<file path="src/rtl/regwrite_buffer_pkg.sv">
`default_nettype none
// ============================================================================
//  Module   : regwrite_buffer_pkg
//  Brief    : Shared definitions for the register write-back buffer:
//             register address width, the hard-wired zero register and the
//             layout of a buffered write entry.
//  Revision : 1.0 - initial release
// ============================================================================
package regwrite_buffer_pkg;

  // The register file has 16 entries, so addresses are 4 bits wide.
  localparam int REG_AW = 4;

  typedef logic [REG_AW-1:0] reg_addr_t;

  // r0 always reads as zero; writes to it are dropped.
  localparam reg_addr_t REG_ZERO = 4'd0;

  // Entry record layout is {addr[REG_AW-1:0], data[width-1:0]}: the address
  // occupies the top REG_AW bits and the data the low bits.
  function automatic int entry_w(input int width);
    return REG_AW + width;
  endfunction

endpackage
`default_nettype wire

</file>
<file path="src/rtl/regwrite_match.sv">
`default_nettype none
// ============================================================================
//  Module   : regwrite_match
//  Brief    : Combinational youngest-match search over the occupied buffer
//             entries. Returns whether any pending write targets ra and, if
//             so, the data of the one nearest the write pointer.
//  Revision : 1.0 - initial release
// ============================================================================
module regwrite_match
  import regwrite_buffer_pkg::*;
#(
  parameter int WIDTH = 8,
  parameter int DEPTH = 4,
  parameter int PTRW  = 2
) (
  input  logic [DEPTH-1:0][entry_w(WIDTH)-1:0] entries,
  input  logic [DEPTH-1:0]                     valid,
  input  logic [PTRW-1:0]                      rp,
  input  reg_addr_t                            ra,
  output logic                                 hit,
  output logic [WIDTH-1:0]                     data
);

  localparam int EW = entry_w(WIDTH);

  // Walk from the oldest entry (rp) towards the youngest; a later match
  // overrides an earlier one, so the youngest matching entry wins.
  always_comb begin
    logic [PTRW-1:0] idx;
    hit  = 1'b0;
    data = '0;
    idx  = '0;
    for (int k = 0; k < DEPTH; k++) begin
      idx = rp + PTRW'(k);
      if (ra != REG_ZERO && valid[idx] && entries[idx][EW-1:WIDTH] == ra) begin
        hit  = 1'b1;
        data = entries[idx][WIDTH-1:0];
      end
    end
  end

endmodule
`default_nettype wire

</file>
<file path="src/rtl/regwrite_buffer.sv">
`default_nettype none
// ============================================================================
//  Module   : regwrite_buffer
//  Brief    : In-order write-back buffer in front of the register file's
//             single write port, with a two-port bypass lookup so decode
//             sees the youngest value still pending.
//  Revision : 1.0 - initial release
// ============================================================================
module regwrite_buffer
  import regwrite_buffer_pkg::*;
#(
  parameter int WIDTH = 8,
  parameter int DEPTH = 4,
  parameter int PTRW  = 2
) (
  input  logic              clk,
  input  logic              reset,
  input  logic              in_valid,
  output logic              in_ready,
  input  logic [REG_AW-1:0] in_addr,
  input  logic [WIDTH-1:0]  in_data,
  input  logic              drain_en,
  output logic              we3,
  output logic [REG_AW-1:0] wa3,
  output logic [WIDTH-1:0]  wd3,
  input  logic [REG_AW-1:0] ra1,
  input  logic [REG_AW-1:0] ra2,
  output logic              hit1,
  output logic              hit2,
  output logic [WIDTH-1:0]  byp1,
  output logic [WIDTH-1:0]  byp2,
  output logic [PTRW:0]     count,
  output logic              full,
  output logic              empty
);

  localparam int EW = entry_w(WIDTH);

  logic [DEPTH-1:0][EW-1:0] entries_q, entries_d;
  logic [DEPTH-1:0]         valid_q, valid_d;
  logic [PTRW-1:0]          wp_q, wp_d;
  logic [PTRW-1:0]          rp_q, rp_d;
  logic [PTRW:0]            count_q, count_d;

  logic accept;
  logic push;
  logic pop;

  // Flags come straight from registered state, so in_ready never depends on
  // a same-cycle drain and reset forces them immediately.
  assign full     = (count_q == (PTRW+1)'(DEPTH));
  assign empty    = (count_q == '0);
  assign count    = count_q;
  assign in_ready = !full;

  // A request to r0 is consumed but never stored.
  assign accept = in_valid && in_ready;
  assign push   = accept && (in_addr != REG_ZERO);
  assign pop    = !empty && drain_en;

  assign we3 = pop;
  assign wa3 = entries_q[rp_q][EW-1:WIDTH];
  assign wd3 = entries_q[rp_q][WIDTH-1:0];

  // Next-state for pointers, occupancy and storage from this cycle's push/pop.
  always_comb begin
    entries_d = entries_q;
    valid_d   = valid_q;
    wp_d      = wp_q;
    rp_d      = rp_q;
    count_d   = count_q;
    if (pop) begin
      valid_d[rp_q] = 1'b0;
      rp_d          = rp_q + PTRW'(1);
    end
    if (push) begin
      entries_d[wp_q] = {in_addr, in_data};
      valid_d[wp_q]   = 1'b1;
      wp_d            = wp_q + PTRW'(1);
    end
    if (push && !pop) begin
      count_d = count_q + (PTRW+1)'(1);
    end else if (pop && !push) begin
      count_d = count_q - (PTRW+1)'(1);
    end
  end

  // State registers; reset discards every pending write.
  always_ff @(posedge clk or posedge reset) begin
    if (reset) begin
      entries_q <= '0;
      valid_q   <= '0;
      wp_q      <= '0;
      rp_q      <= '0;
      count_q   <= '0;
    end else begin
      entries_q <= entries_d;
      valid_q   <= valid_d;
      wp_q      <= wp_d;
      rp_q      <= rp_d;
      count_q   <= count_d;
    end
  end

  // One youngest-match search per decode read port. The head entry being
  // drained still counts, since the file only updates at the edge.
  regwrite_match #(
    .WIDTH (WIDTH),
    .DEPTH (DEPTH),
    .PTRW  (PTRW)
  ) u_match1 (
    .entries (entries_q),
    .valid   (valid_q),
    .rp      (rp_q),
    .ra      (ra1),
    .hit     (hit1),
    .data    (byp1)
  );

  regwrite_match #(
    .WIDTH (WIDTH),
    .DEPTH (DEPTH),
    .PTRW  (PTRW)
  ) u_match2 (
    .entries (entries_q),
    .valid   (valid_q),
    .rp      (rp_q),
    .ra      (ra2),
    .hit     (hit2),
    .data    (byp2)
  );

endmodule
`default_nettype wire

</file>
<file path="config.mk">
export PLATFORM = sky130hd
export DESIGN_NAME = regwrite_buffer
export DESIGN_NICKNAME = d
export VERILOG_FILES = /design/src/rtl/regwrite_buffer_pkg.sv /design/src/rtl/regwrite_match.sv /design/src/rtl/regwrite_buffer.sv
export SDC_FILE = /design/constraint.sdc
export NUM_CORES = 1
export LEC_CHECK = 0
export ABC_AREA = 1
export BUFFER_PORTS_ARGS = -buffer_cell sky130_fd_sc_hd__buf_2
export CORE_MARGIN = 4
export CORE_UTILIZATION = 61
export CTS_BUF_LIST = sky130_fd_sc_hd__clkbuf_4
export DETAILED_ROUTE_END_ITERATION = 12
export GPL_TIMING_DRIVEN = 0
export HOLD_SLACK_MARGIN = 0.02
export PLACE_DENSITY_LB_ADDON = 0.12
export SLEW_MARGIN = 20
export SYNTH_ARGS = -nofsm -noshare
export SYNTH_HDL_FRONTEND = slang
export SYNTH_HIERARCHICAL = 1
export SYNTH_SLANG_ARGS = --single-unit
</file>
<file path="constraint.sdc">
create_clock -name clk -period 4.5 [get_ports clk]
set_input_delay 1.35 -clock clk [delete_from_list [all_inputs] [get_ports clk]]
set_output_delay 1.35 -clock clk [all_outputs]
set_load 0.005 [all_outputs]
</file>
== Yosys cells after proc, flatten, opt, wreduce, memory -nomap -nowiden ==
Index checks and enable logic that the tools add are counted.
Word-level totals
  bits of input ports: 24
  word-level logic and storage cells: 108
  register bits after elaboration: 59
  output and inout port bits: 37
Cells by class
  add/subtract/negate cells: 6
  bitwise gates (word level): 3
  reductions and logical operators: 32
  multiplexer cells: 43
  $lt $le $gt $ge: 7
  equality and inequality tests: 9
Operators with widths (count)
  $bmux 12 s2: 4
  $mux 8: 8
  $mux 12: 5
  $bwmux 48: 1
  $eq 4x4->1: 8
  $demux 12 s2: 1
  $logic_and 1x1->1: 23
  $lt 2x3->1 const B: 5
  $mux 1: 14
  $reduce_bool 4->1: 3
  $bmux 1 s2: 4
  $mux 4: 2
  $mux 3: 2
  $add 2x1->2 const B: 2
  $add 2x2->2 const B: 2
  $and 4x4->4: 1
  $demux 1 s2: 2
  $ge 2x1->1 const B: 2
  $logic_not 1->1: 4
  $not 4->4: 1
  $or 4x4->4: 1
  $add 3x1->3 const B: 1
  $eq 3x3->1 const B: 1
  $logic_not 3->1: 1
  other kinds (2): 2

== Longest topological paths before layout ==
  depth in word-level cells: 9
  mapped depth: 14
  depth with buffers taken out: 13

== Cells and area by module ==
Netlist, hierarchy kept.
Modules (own cells, without submodules)
  regwrite_match: seq. area each 0.0 um^2, area an instance 1990.7 um^2, times used 2, cells an instance 429
  regwrite_buffer: seq. area each 1476.4 um^2, area an instance 3000.4 um^2, times used 1, cells an instance 353

== Worst setup path before layout ==
No wires, ideal clock.
  path type: input-to-output
  from: in ra1[3]
  to: out byp1[3]
  cell stages on the path: 10
  arrival time: 2322 ps
  buffers on the path: 1
  setup slack: 828 ps
  data required time: 3150 ps
  path through: inv_1 -> nand4_1 -> o211ai_1 -> nor2_1 -> nand3_1 -> nor2_4 -> buf_6 -> nor2_1 -> nand2_1 -> nand2_1
Between the ends
  cells in the longest elaborated chain, start to end: 7
  elaborated cells between the ends (all ways): 17
  those cells by class: eq/ne: 4; mux: 4; reduce/logical: 9
Ends and longest elaborated chain
  start, declared: RTL line regwrite_buffer.sv:26  | input logic [REG_AW-1:0] ra1,
  $reduce_bool 4->1: RTL line regwrite_match.sv:35  | if (ra != REG_ZERO && valid[idx] && entries[idx][EW-1:WIDTH] == ra) begin
  $logic_and 1x1->1 (2 in a row): RTL line regwrite_match.sv:35
  $mux 8 (3 in a row): RTL line regwrite_match.sv:35
  $mux 8 (*): RTL line regwrite_match.sv:35
  end, declared: RTL line regwrite_buffer.sv:30  | output logic [WIDTH-1:0] byp1,
Mark *: on every way between the ends. The rest lies on a longest branch, timed or not.

== Worst setup path in the final report ==
  from: in ra2[0]
  to: out byp2[0]
Between the ends
  cells in the longest elaborated chain, start to end: 7
  elaborated cells between the ends (all ways): 17
  those cells by class: eq/ne: 4; mux: 4; reduce/logical: 9
Ends and longest elaborated chain
  start, declared: RTL line regwrite_buffer.sv:27  | input logic [REG_AW-1:0] ra2,
  $reduce_bool 4->1: RTL line regwrite_match.sv:35
  $logic_and 1x1->1 (2 in a row): RTL line regwrite_match.sv:35
  $mux 8 (3 in a row): RTL line regwrite_match.sv:35
  $mux 8 (*): RTL line regwrite_match.sv:35
  end, declared: RTL line regwrite_buffer.sv:31  | output logic [WIDTH-1:0] byp2,
Marked as above.

==> summary.txt <==
Outcome: completed
Die W: 115 um
Reg-to-Reg Start: count[0]
CTS tree: built
P per Cell Area: 833 nW/um^2
Layout Cells excl Fill: 1427
Die Y: 115 um
Worst path most repeated cell: nand2_1
Crit-path slowest cell: nor2_1
Std cell rows: 38
Largest net degree at the start of global routing: 60
Sequential element share of the synthesized area: 0.211
Layout Nets: 1316
Design Power: 6.37 mW
Post-Synthesis Cells: 1211
Synth Register Bits: 59
LEAKAGE: 4.05 nW
Clk_skew: 14.8 ps
GP Congestion: 0.957
Post-route ant nets: 0
Period utilization: 0.940
# DRC: 0
Syn Std Cell Area: 6980 um^2
Hold Crit Class: reg -> reg
Clock net sink count: 59
Final Hold Fails: 0
Hold_ws: 560 ps
Final worst slack: 269 ps
Worst skew pair latency: 410 ps
Distinct cells, synth: 35
Global-route wire length before repair: 35.0 mm
H-tree lvl count: 3
Initial antenna violation count: 0
Post-DP Area: 7460 um^2
Startpoint Class: input port
Initial Util: 0.633
Final setup violation count: 0
Final Routed Wirelength: 21.1 mm
Max rail drop VDD: 0.515 mV
RR Endpoint: count[2]
GR peak layer: met2
RSZ-0062 raised after global routing: false
Setup TNS Final: 0 ps
Reg2Reg Setup Slack: 2390 ps
Slew headroom: 0.533
Ys async rst share: 1.00
Slew of the pin with the lowest slew margin: 701 ps
Hold_sp: wp_q[0]
Final core utilization: 0.693
Met1 Resource Use GR: 0.450
Layout cells sized above 1: 0.135
Max frequency: 0.236 GHz
HPWL after detailed placement: 17.0 mm
Vias in the first global route: 7147
Port bufs: 60
Routing usage on met3: 0.0316
Syn Area/Cell: 5.77 um^2
Antenna diodes: 0
Max FO, Critical Path: 8
Required @ worst endpoint: 3150 ps
Max-slew violations: 0
Via/cell ratio: 5.66
Post-cts resize count: 0
Fin crit period: 4230 ps
WP buf/inv: 3
Main synth FF type: dfrtp_1
Hold endpoint: wp_q[0]
CTS Buffer Depth: 2
Detailed Route Iter0 Violations: 694
Postcts setup bufs: 0
Number of synthesis warnings: 6
R2R depth: 11
Core region area: 11000 um^2
Die footprint: 13200 um^2
EDFF count, synth: 0
Routed wire per std cell: 14.8 um
Fillers: 1044
Area growth syn-to-layout: 9.48%
Max-cap viol count: 0
Met2 Usage GRT: 0.548
GRT overflow: 0
All-Layer GR Usage: 0.325
Syn nets: 1245
Setup crit end kind: output pin
Worst hold stages: 2
Finished Cell Area: 7640 um^2
Pre-CTS setup slack: 326 ps
Top delay family on crit path: simple AND/OR/NAND/NOR gates
Hold_buf cts: 0
Dpl cells: 1411
Via count: 8075
Cts bufs inserted: 9
Clk slew on worst S/H paths: 90 ps
Crit-path cells: buf_2 > inv_1 > nand4_1 > nand3_1 > nor2_1 > nand3_2 > nor2_1 > nand2_1 > nand3_1 > nand2_1 > nand2_1 > buf_2
Critical path class: in -> out
Io pins: 61
Critical Path Max Stage Delay: 230 ps
Initial DRT Pass Iterations: 5
WP data arrival: 2880 ps
Root Buffer: clkbuf_4
[flip-flops by register name, summed over array words and instances (netlist names)]
register / flops
count: 3
entries_q: 48
rp_q: 2
valid_q: 4
wp_q: 2
[logic make-up (layout without fill, tap and decap cells)]
group                      Yosys count  count (layout)  synth area share
and+or+nand+nor                    778             778             0.493
AOI/OAI and AO/OA                  186             186             0.143
buffers and inverters              167             243             0.119
DFF                                 59              59             0.211
adders and majority gates           10              10            0.0190
xor gates and xnor gates             7               7           0.00878
muxes                                4               4           0.00573
[synthesized netlist by cell type (5+ instances only)]
| cell type | n | share of area |
|---|---|---|
| ha_1 | 9 | 0.016 |
| clkbuf_1 | 18 | 0.0097 |
| nand3_2 | 6 | 0.0086 |
| buf_6 | 21 | 0.034 |
| buf_4 | 6 | 0.0065 |
| o22ai_1 | 12 | 0.011 |
| buf_2 | 21 | 0.015 |
| nand4_1 | 70 | 0.063 |
| inv_2 | 5 | 0.0027 |
| nand3_1 | 82 | 0.059 |
| xor2_1 | 6 | 0.0075 |
| nand2_2 | 10 | 0.0090 |
| nor2_1 | 92 | 0.049 |
| nand2_1 | 495 | 0.27 |
| o21ai_0 | 159 | 0.11 |
| inv_1 | 92 | 0.049 |
| nor2_4 | 5 | 0.0081 |
| dfrtp_1 | 59 | 0.21 |
[placed cells by master, fill, tap and decap left out, types with 4 or more instances in the layout]
cell,n
nor2_1,92
buf_4,6
inv_1,91
ha_1,9
buf_6,21
dfrtp_1,59
nand3_1,82
nand4_2,4
nand2_4,4
nand2_2,10
nand3_2,6
nand4_1,70
o211ai_1,4
clkbuf_4,9
o21ai_0,159
inv_2,5
buf_1,4
clkbuf_1,18
mux2i_1,4
nand2_1,495
nor2_4,5
xor2_1,6
o22ai_1,12
buf_2,81
a21oi_1,4
[worst register-to-register path, stage by stage (launching register included)]
cell and delay, ps:
dfrtp_1 480, nor2_4 90, a21oi_4 270, nand2_1 150, inv_1 90, ha_1 140
inv_1 60, fa_1 380, nand2_1 80, nand2_1 40, nor2_1 110, xor2_1 150
[layout make-up]
class | count | area (um^2) | share of cell area
clock inverters | 7 | 116 | 0.0152
plain buffers | 70 | 469 | 0.0614
repair buffers | 60 | 300 | 0.0393
flip-flops and latches | 59 | 1480 | 0.193
multi-input cells | 985 | 4670 | 0.611
inverters | 97 | 367 | 0.0480
well taps | 140 | 175 | 0.0229
clock buffers | 9 | 67.6 | 0.00884
[layer usage]
| layer | part of all wire | wire, um |
|---|---|---|
| met5 | 0 | 0 |
| met2 | 0.47 | 9870 |
| met3 | 0.086 | 1820 |
| met1 | 0.43 | 9180 |
| met4 | 0.012 | 264 |
[power breakdown]
part	switching, mW	internal [mW]
Sequential	0.505	0.774
Combinational	2.98	1.63
Clock	0.200	0.280
[worst max path at each step]
stage               startpoint  endpoint  slack, ps  cells past startpoint
floorplan               ra1[3]   byp1[3]        830                     10
global placement        ra2[3]   byp2[0]        330                     12
detailed placement      ra2[0]   byp2[0]        330                     12
CTS                    rp_q[0]   byp2[6]        290                     13
global route           rp_q[0]   byp2[6]         20                     12
finish                  ra2[0]   byp2[0]        270                     12
(Power assumes the default switching activity.)
